`src/rtl/cic3_row_readout.sv`:
```
// Snapshots a CIC3 filter row output bus on sample_stb and streams the captured
// words one filter at a time over valid/ready, flagging strobes that arrive too early.
module cic3_row_readout #(
  parameter int NUM_FILTERS_SUBSECTION = 12,
  parameter int NUM_SUBSECTIONS        = 2,
  parameter int WORD_W                 = 25,
  parameter int OVR_CNT_W              = 8,
  localparam int NUM_WORDS             = NUM_FILTERS_SUBSECTION * NUM_SUBSECTIONS,
  localparam int IDX_W                 = $clog2(NUM_WORDS)
) (
  input  logic                        clk,
  input  logic                        reset_n,
  input  logic [NUM_WORDS*WORD_W-1:0] filt_in,
  input  logic                        sample_stb,
  output logic                        rd_valid,
  input  logic                        rd_ready,
  output logic [WORD_W-1:0]           rd_data,
  output logic [IDX_W-1:0]            rd_index,
  output logic                        rd_sof,
  output logic                        rd_eof,
  output logic                        busy,
  output logic                        overrun,
  output logic [OVR_CNT_W-1:0]        overrun_cnt,
  input  logic                        overrun_clr,
  output logic                        state_dbg
);

  // Handshake: a word moves on rd_valid & rd_ready; while rd_valid is high and
  // rd_ready low every rd_* output holds. rd_valid is a pure function of state,
  // so rd_ready never reaches it combinationally.

  typedef enum logic {IDLE = 1'b0, STREAM = 1'b1} state_t;

  localparam logic [IDX_W-1:0] LAST_IDX = IDX_W'(NUM_WORDS - 1);

  state_t            state;
  logic [IDX_W-1:0]  index;
  logic [WORD_W-1:0] shadow [NUM_WORDS];

  logic xfer;
  logic eof_xfer;
  logic load;
  logic ovr_evt;

  assign xfer     = (state == STREAM) && rd_ready;
  assign eof_xfer = xfer && (index == LAST_IDX);
  // A strobe is welcome in IDLE or exactly on the eof transfer; anywhere else it is dropped.
  assign load     = sample_stb && ((state == IDLE) || eof_xfer);
  assign ovr_evt  = sample_stb && (state == STREAM) && !eof_xfer;

  always_ff @(posedge clk or negedge reset_n) begin
    if (!reset_n) begin
      state       <= IDLE;
      index       <= '0;
      overrun     <= 1'b0;
      overrun_cnt <= '0;
      for (int k = 0; k < NUM_WORDS; k++) shadow[k] <= '0;
    end else begin
      case (state)
        IDLE: begin
          if (sample_stb) begin
            state <= STREAM;
            index <= '0;
          end
        end
        STREAM: begin
          if (xfer) begin
            if (index == LAST_IDX) begin
              index <= '0;
              if (!sample_stb) state <= IDLE;
            end else begin
              index <= index + IDX_W'(1);
            end
          end
        end
        default: begin
          state <= IDLE;
          index <= '0;
        end
      endcase

      if (load) begin
        for (int k = 0; k < NUM_WORDS; k++) shadow[k] <= filt_in[k*WORD_W +: WORD_W];
      end

      // Clear has priority; an overrun landing in the same cycle is lost.
      if (overrun_clr) begin
        overrun     <= 1'b0;
        overrun_cnt <= '0;
      end else if (ovr_evt) begin
        overrun <= 1'b1;
        if (overrun_cnt != '1) overrun_cnt <= overrun_cnt + OVR_CNT_W'(1);
      end
    end
  end

  assign rd_valid  = (state == STREAM);
  assign busy      = (state == STREAM);
  assign rd_data   = shadow[index];
  assign rd_index  = index;
  assign rd_sof    = rd_valid && (index == '0);
  assign rd_eof    = rd_valid && (index == LAST_IDX);
  assign state_dbg = state;

endmodule

```
`config.mk`:
```
export PLATFORM = sky130hd
export DESIGN_NAME = cic3_row_readout
export DESIGN_NICKNAME = d
export VERILOG_FILES = /design/src/rtl/cic3_row_readout.sv
export SDC_FILE = /design/constraint.sdc
export NUM_CORES = 1
export LEC_CHECK = 0
export CORE_MARGIN = 10
export CORE_UTILIZATION = 45
export CTS_CLUSTER_SIZE = 8
export DETAILED_ROUTE_END_ITERATION = 16
export PLACE_DENSITY = 0.82
export SLEW_MARGIN = 10
export SYNTH_ARGS = -nofsm -noshare
export SYNTH_HDL_FRONTEND = slang
export SYNTH_SLANG_ARGS = --single-unit
```
`constraint.sdc`:
```
create_clock -name clk -period 4.4 [get_ports clk]
set_input_delay 0.88 -clock clk [delete_from_list [all_inputs] [get_ports clk]]
set_output_delay 0.88 -clock clk [all_outputs]
set_load 0.1 [all_outputs]
```
; ---- Word-level counts from Yosys, hierarchy flattened
; Index checks and enable logic that the tools add are counted.
[word_totals]
regBits = 615
inputBits = 605
word_cells = 67
[op_classes]
n_addsub = 2
order_cmp = 1
n_eq_ne = 4
n_mux = 16
bitwise = 2
reduce_logical = 14
[op_table]
columns = op, count
row1 = $bmux 25 s5, 1
row2 = $mux 25, 2
row3 = $mux 8, 3
row4 = $mux 5, 3
row5 = $pmux 5 s2, 1
row6 = $add 8x1->8 const B, 1
row7 = $ne 8x8->1 const B, 1
row8 = $logic_and 1x1->1, 7
row9 = $ge 6x6->1 const B, 1
row10 = $not 5->6, 1
row11 = $add 5x1->5 const B, 1
row12 = $eq 5x5->1 const B, 1
row13 = $logic_not 5->1, 1
row14 = $mux 1, 5
row15 = $reduce_and 2->1, 2
row16 = $reduce_bool 2->1, 2
row17 = $ne 2x1->1 const B, 1
row18 = $ne 2x2->1 const B, 1
row19 = $pmux 1 s2, 1
row20 = $logic_not 1->1, 1
row21 = $logic_or 1x1->1, 1
row22 = $not 1->1, 1

; ---- Longest topological paths before layout
; Gate-level depths: netlist of run 1.
[depth]
ltp_word = 6
ltp_mapped = 8
mapped_depth_nobuf = 5

; ---- Worst setup path before layout of run 1
; No wires, ideal clock.
[synth_path]
kind = reg2out
startpoint = register index[0] (netlist: rd_index[0])
endpoint = output port rd_sof
t_arrival_ps = 5088
slack_ps = -1568
path_stages_with_launch = 8
n_path_buf = 4
path_cell_list = dfrtp_1 buf_2 buf_4 buf_4 inv_2 buf_2 ha_1 nor4b_1
[synth_via]
elab_chain_len = 2
[synth_lines]
columns = element, line_no
row1 = start: declaration, 37  ; logic [IDX_W-1:0] index;
row2 = start signal: assignment, 72  ; index <= index + IDX_W'(1);
row3 = $logic_not 5->1, 101  ; assign rd_sof = rd_valid && (index == '0);
row4 = $logic_and 1x1->1, 101
row5 = end: declaration, 19  ; output logic rd_sof,
; Every way passes these cells.

; ---- Worst setup path in the final report of run 1
[layout_path]
startpoint = register index[1] (netlist: rd_index[1])
endpoint = output port rd_data[9]
[layout_via]
elab_chain_len = 4
[layout_lines]
columns = element, line_no
row1 = $not 5->6 (not written as such), 99  ; assign rd_data = shadow[index];
row2 = $bmux 25 s5, 99
row3 = $mux 25 (not written as such) (2 in series), 99
row4 = end: declaration, 17  ; output logic [WORD_W-1:0] rd_data,
; Every way passes these cells. The select of a mux whose other input is x is not followed.

==> results of run 1 <==
[worst max path at each step]
stage,startpoint,to,slack (ns),cells past startpoint
6_report,rd_index[1],rd_data[9],0.17,5
5_1_grt,rd_index[1],rd_data[9],0.06,5
4_1_cts,rd_index[0],rd_data[24],0.02,6
3_5_place_dp,rd_index[1],rd_data[9],0.61,5
3_3_place_gp,rd_index[1],rd_data[9],0.55,5
2_1_floorplan,rd_index[1],rd_data[0],0.11,5
[sequential cells by signal, indices dropped and copies added, names as in the netlist]
| register | count |
|---|---|
| overrun_cnt | 8 |
| shadow | 600 |
| rd_index | 5 |
| busy | 1 |
| overrun | 1 |
[area by class of cell]
cell class / count / area (um2) / area share (%)
clock buffers: 92 / 2217 / 5.478
multi-input cells: 1050 / 14110 / 34.87
clock inverters: 8 / 112.6 / 0.2782
well taps: 931 / 1165 / 2.878
repair buffers: 703 / 7403 / 18.29
flip-flops and latches: 615 / 15400 / 38.05
inverters: 4 / 15.01 / 0.03710
diodes: 18 / 45.04 / 0.1113
[layer usage]
layer	vias to the layer above	share of wire, %	track usage [%]
li1	7982	-	-
met1	9891	40	32.20
met2	782	49	43.27
met3	205	6.4	6.388
met4	10	4.3	12.02
met5	-	0.069	0
[placed cells by master, fill, tap and decap left out, drive strengths merged, types with 6 or more instances in the layout]
cell,n
o22ai,48
nor2,11
nand3,8
dfrtp,615
nand2,31
mux2i,125
o21bai,24
buf,88
inv,6
mux4,101
o211ai,25
mux2,628
diode,18
clkbuf,92
clkdlybuf4s50,615
[repair_timing]
item	CTS	global route
hold buffers	0	0
endpoints found under the setup margin	1	1
gates resized for setup	1	0
setup buffers	0	1
pin swaps	0	0
[stage by stage]
| stage | setup WS (ns) | power (W) | instances | util (%) | hold WS, ns |
|---|---|---|---|---|---|
| 3_3_place_gp | 0.5452 | 0.01554 | 3302 | 55.51 | 0.4893 |
| 5_1_grt | 0.06396 | 0.02224 | 3419 | 59.00 | 0.3519 |
| 3_5_place_dp | 0.6140 | 0.01560 | 3302 | 55.51 | 0.4873 |
| 2_1_floorplan | 0.1077 | 0.01190 | 1800 | - | 0.4759 |
| 6_report | 0.1665 | 0.02147 | 3421 | 59.01 | 0.3117 |
| 4_1_cts | 0.02439 | 0.02165 | 3402 | 58.92 | 0.3142 |
[power by group]
part / total [W] / switching (W) / internal (W)
Clock: 0.00596 / 0.00243 / 0.00354
Sequential: 0.00698 / 0.000639 / 0.00634
Combinational: 0.00852 / 0.00476 / 0.00376
Total: 0.0215 / 0.00783 / 0.0136
[cell families (layout without fill, tap and decap cells)]
| kind of cell | Yosys count | count (layout) | synth area share (%) |
|---|---|---|---|
| other cells | 0 | 18 | 0 |
| compound gates | 118 | 118 | 2.647 |
| simple gates | 75 | 75 | 1.237 |
| mux | 854 | 854 | 41.25 |
| fa+ha+maj | 3 | 3 | 0.1205 |
| flops | 615 | 615 | 49.41 |
| buf+inv | 135 | 807 | 5.334 |
==> flow_summary.ini, run 1 <==
[route]
detail_route.iter0.violations = 1433
drt_wl_total_um = 107200
drt_first_pass_iters = 5
drcViolationCount = 0
drtAntennaViolNets = 0
routed_via_density = 5.516
vias = 18870
routedWlPerCell_um = 31.34

[worst_setup_path]
end_kind = primary output
regToRegSetupSlack_ns = 0.87
critical_path_class = reg2out
cp_slowest_stage_delay_ns = 0.78
critical-path-slowest-cell = dfrtp_4
r2r-end = shadow[484]
arrival_ns = 3.35
crit_family = multiplexers
required_ns = 3.52
critPathBufInv = 2
r2r-start = rd_index[0]
rr_worst_depth = 7
critPathLaunchType = flop
worstPathCellList = buf_6 -> mux4_2 -> mux2i_1 -> o211ai_1 -> buf_12
cp_max_fo = 30

[floorplanning]
die_area_um2 = 80140
rows = 96
num_io_pins = 649
die_h_um = 283.1
initial_utilization_pct = 45.42
core_um2 = 68590
die_w_um = 283.1

[synthesis]
seq_area_frac_synth_pct = 49.41
postSynthAreaPerCell_um2 = 17.30
synth_most_common_cell = dfrtp_1
synth_edf_count = 0
netlist_top_cells_count = dfrtp_1 (615), mux2_4 (600), mux2i_1 (125)
ys.flop_type = dfrtp_1
syn-cell-area_um2 = 31150
yosys-top-cells-area = dfrtp_1 (49%), mux2_4 (29%), mux4_2 (7.3%)
syn_nets = 2408
yosysWarnings = 0
netlist_instances = 1800
synth_top_area_share_pct = 49.41
synth-async-reset-ratio_pct = 100.0
synth_top_area_cell = dfrtp_1
synth-seq-cells = 615
synthDistinctLibCells = 47

[clock_network]
max-clock-path-buffers = 3
cts_tree = built
clk_pin_slew_ns = 0.05
clock_latency_ns = 0.62
cts_buffers = 88
ctsRootBufferMaster = clkbuf_16
clock-sinks = 615
cts_htree_levels = 3

[placement]
place.gp.congestion = 0.9414
dpl-instance-area_um2 = 38080
dp_hpwl_um = 82000
port_buffers = 648

[grt]
grt_max_degree = 99
grt_pass1_wl_um = 154700
grt_usage_pct = 26.23
antenna_found_initial = 26
grt_pass1_vias = 21570
grt_overflow = 0

[flow_run]
max_cap_violations = 0

[finish]
n_fill_cell = 5012
nets = 3070
final_cell_area_um2 = 40470
drive_gt1_share_pct = 37.30
area_growth_pct = 29.94

[sta]
setup_viol = 0
fmax_mhz = 236.2
relSlewSlack_pct = 30.98
tightest_slew_ns = 1.032
fin_skew_ns = 0.02399
grt_setup_unrepaired = false
timing_hold_violations_final = 0
timing.final.max_slew_violations = 0
fin_crit_sh_pct = 96.22
tns_ns = 0
min_period_ns = 4.233

[outcome]
status = finished, final reports clean

[power]
p_leak_nw = 19.37
ir_drop_uv = 463.8
p_per_area_nw_per_um2 = 530.5

[worst_hold_path]
min_path_type = in2async
No activity file was read; power rests on OpenSTA's default activity.
==> run 2, diff against run 1 <==
--- a/config.mk
+++ b/config.mk
@@ -9,7 +9,7 @@
 export CORE_UTILIZATION = 45
 export CTS_CLUSTER_SIZE = 8
 export DETAILED_ROUTE_END_ITERATION = 16
-export PLACE_DENSITY = 0.82
+export PLACE_DENSITY = 0.72
 export SLEW_MARGIN = 10
 export SYNTH_ARGS = -nofsm -noshare
 export SYNTH_HDL_FRONTEND = slang
==> run 2 against run 1 <==
Against the previous run:
- clock power up 0.8%
- via count down 3.1%
- largest cell class unchanged
- global-route usage down 1.2 points
- setup slack worse by 0.040 ns
- count of clock-buffer cells in the layout up 2
- critical path type unchanged
- clock skew down 0.0057 ns
- final cell count down 0.38%
- first-iteration DRC count down 25%
- sequential cell count unchanged
- critical path depth up 1
==> flow_summary.ini, run 2 (synthesis results as in run 1) <==
[outcome]
status = finished, final reports clean

[worst_setup_path]
worstPathCellList = buf_12 -> buf_12 -> mux4_2 -> mux2i_1 -> o211ai_1 -> buf_12
cp_slowest_stage_delay_ns = 0.59
crit_family = buffers and inverters
critPathBufInv = 3
critPathLaunchType = flop
critical-path-slowest-cell = dfrtp_4
arrival_ns = 3.39
critical_path_class = reg2out
cpMostUsedCell = buf_12
end_kind = primary output
cp_max_fo = 34
required_ns = 3.52

[sta]
timing.final.max_slew_violations = 0
timing_hold_violations_final = 0
fmax_mhz = 234.0
min_period_ns = 4.274
fin_crit_sh_pct = 97.13
tns_ns = 0
fin_skew_ns = 0.01826
hold_slack_ns = 0.1834
setup_viol = 0
relSlewSlack_pct = 26.63
grt_setup_unrepaired = false
tightest_slew_ns = 1.097
fin_ws_ns = 0.1263

[floorplanning]
die_w_um = 283.1
num_io_pins = 649
die_h_um = 283.1
core_um2 = 68590
rows = 96
die_area_um2 = 80140
initial_utilization_pct = 45.42

[clock_network]
cts_tree = built
ctsRootBufferMaster = clkbuf_16
cts_setup_buffers = 0
cts_htree_levels = 3
clk_pin_slew_ns = 0.05
clock-sinks = 615
clock_latency_ns = 0.63
max-clock-path-buffers = 3
cts_buffers = 87

[finish]
drive_gt1_share_pct = 37.03
mostFrequentLayoutCells = clkdlybuf4s50_1 (616), dfrtp_1 (612), mux2_4 (600)
largest_register_ffs = 600
multi_input_area_um2 = 14120
regArea_um2 = 15400
instances_no_fill = 3408
top_register = shadow
n_fill_cell = 5132
nets = 3057
final_common_cell = clkdlybuf4s50_1
area_growth_pct = 29.72

[route]
routedWlPerCell_um = 29.94
drcViolationCount = 0
vias = 18290
drtAntennaViolNets = 0
drt_first_pass_iters = 5
detail_route.iter0.violations = 1081
routed_via_density = 5.367
drt_wl_total_um = 102000

[placement]
pre_cts_slack_ns = 0.7043
place.gp.congestion = 0.8856
dp_hpwl_um = 77250
placed_cells = 3291
port_buffers = 648

[power]
ir_drop_uv = 529.9
p_per_area_nw_per_um2 = 526.3
p_leak_nw = 19.33

[grt]
antenna_found_initial = 26
grt_pass1_wl_um = 148100
grt_overflow = 0
grt_pass1_vias = 21090
grt_usage_pct = 24.99
grt_max_degree = 125

[flow_run]
max_cap_violations = 0

[worst_hold_path]
min_path_type = in2async
run 2: layout make-up:
cell class | instances | share of cell area [%]
antenna | 17 | 0.1053
clock buffer | 94 | 5.583
clock inverter | 6 | 0.2199
inverter | 4 | 0.03716
multi-input combinational | 1050 | 34.95
sequential | 615 | 38.12
tap | 931 | 2.883
timing repair buffer | 691 | 18.11
run 2: worst paths after layout:
| path | depth (start not counted) | start | slack, ns | endpoint |
|---|---|---|---|---|
| min reg2reg | 1 | shadow[99] | 0.50 | shadow[99] |
| max | 6 | rd_index[1] | 0.13 | rd_data[15] |
| max reg2reg | 8 | rd_index[0] | 0.98 | shadow[258] |
| min in group clk | 1 | shadow[99] | 0.50 | shadow[99] |
| max in group asynchronous | 2 | reset_n | 3.12 | shadow[24] |
| min | 1 | reset_n | 0.18 | shadow[410] |
run 2: repair_timing:
item | 4_1_cts | 5_1_grt
resized for setup | 0 | 3
hold buffers | 0 | 0
endpoints found under the setup margin | 0 | 3
run 2: per-layer routing:
metal | share of wire [%] | wire, um | track usage (%) | up-vias
met4 | 3.8 | 3860 | 10.39 | 18
met2 | 49 | 50430 | 41.42 | 676
met1 | 39 | 40120 | 29.73 | 9444
met3 | 7.4 | 7504 | 7.948 | 178
li1 | - | - | - | 7976
met5 | 0.11 | 116 | 0 | -
run 2: through the flow:
step                      instance area [um2]  utilization, %  total power [W]
final                                   40410           58.91          0.02127
after CTS                               40350           58.84          0.02145
after global placement                  38010           55.42          0.01528
after global routing                    40390           58.89          0.02206
after floorplan                         31160               -          0.01190
after detailed placement                38010           55.42          0.01536
run 2: report_power, final:
group / internal, W / switching (W)
Clock: 0.00359 / 0.00242
Sequential: 0.00634 / 0.000550
Combinational: 0.00374 / 0.00463
Total: 0.0137 / 0.00760
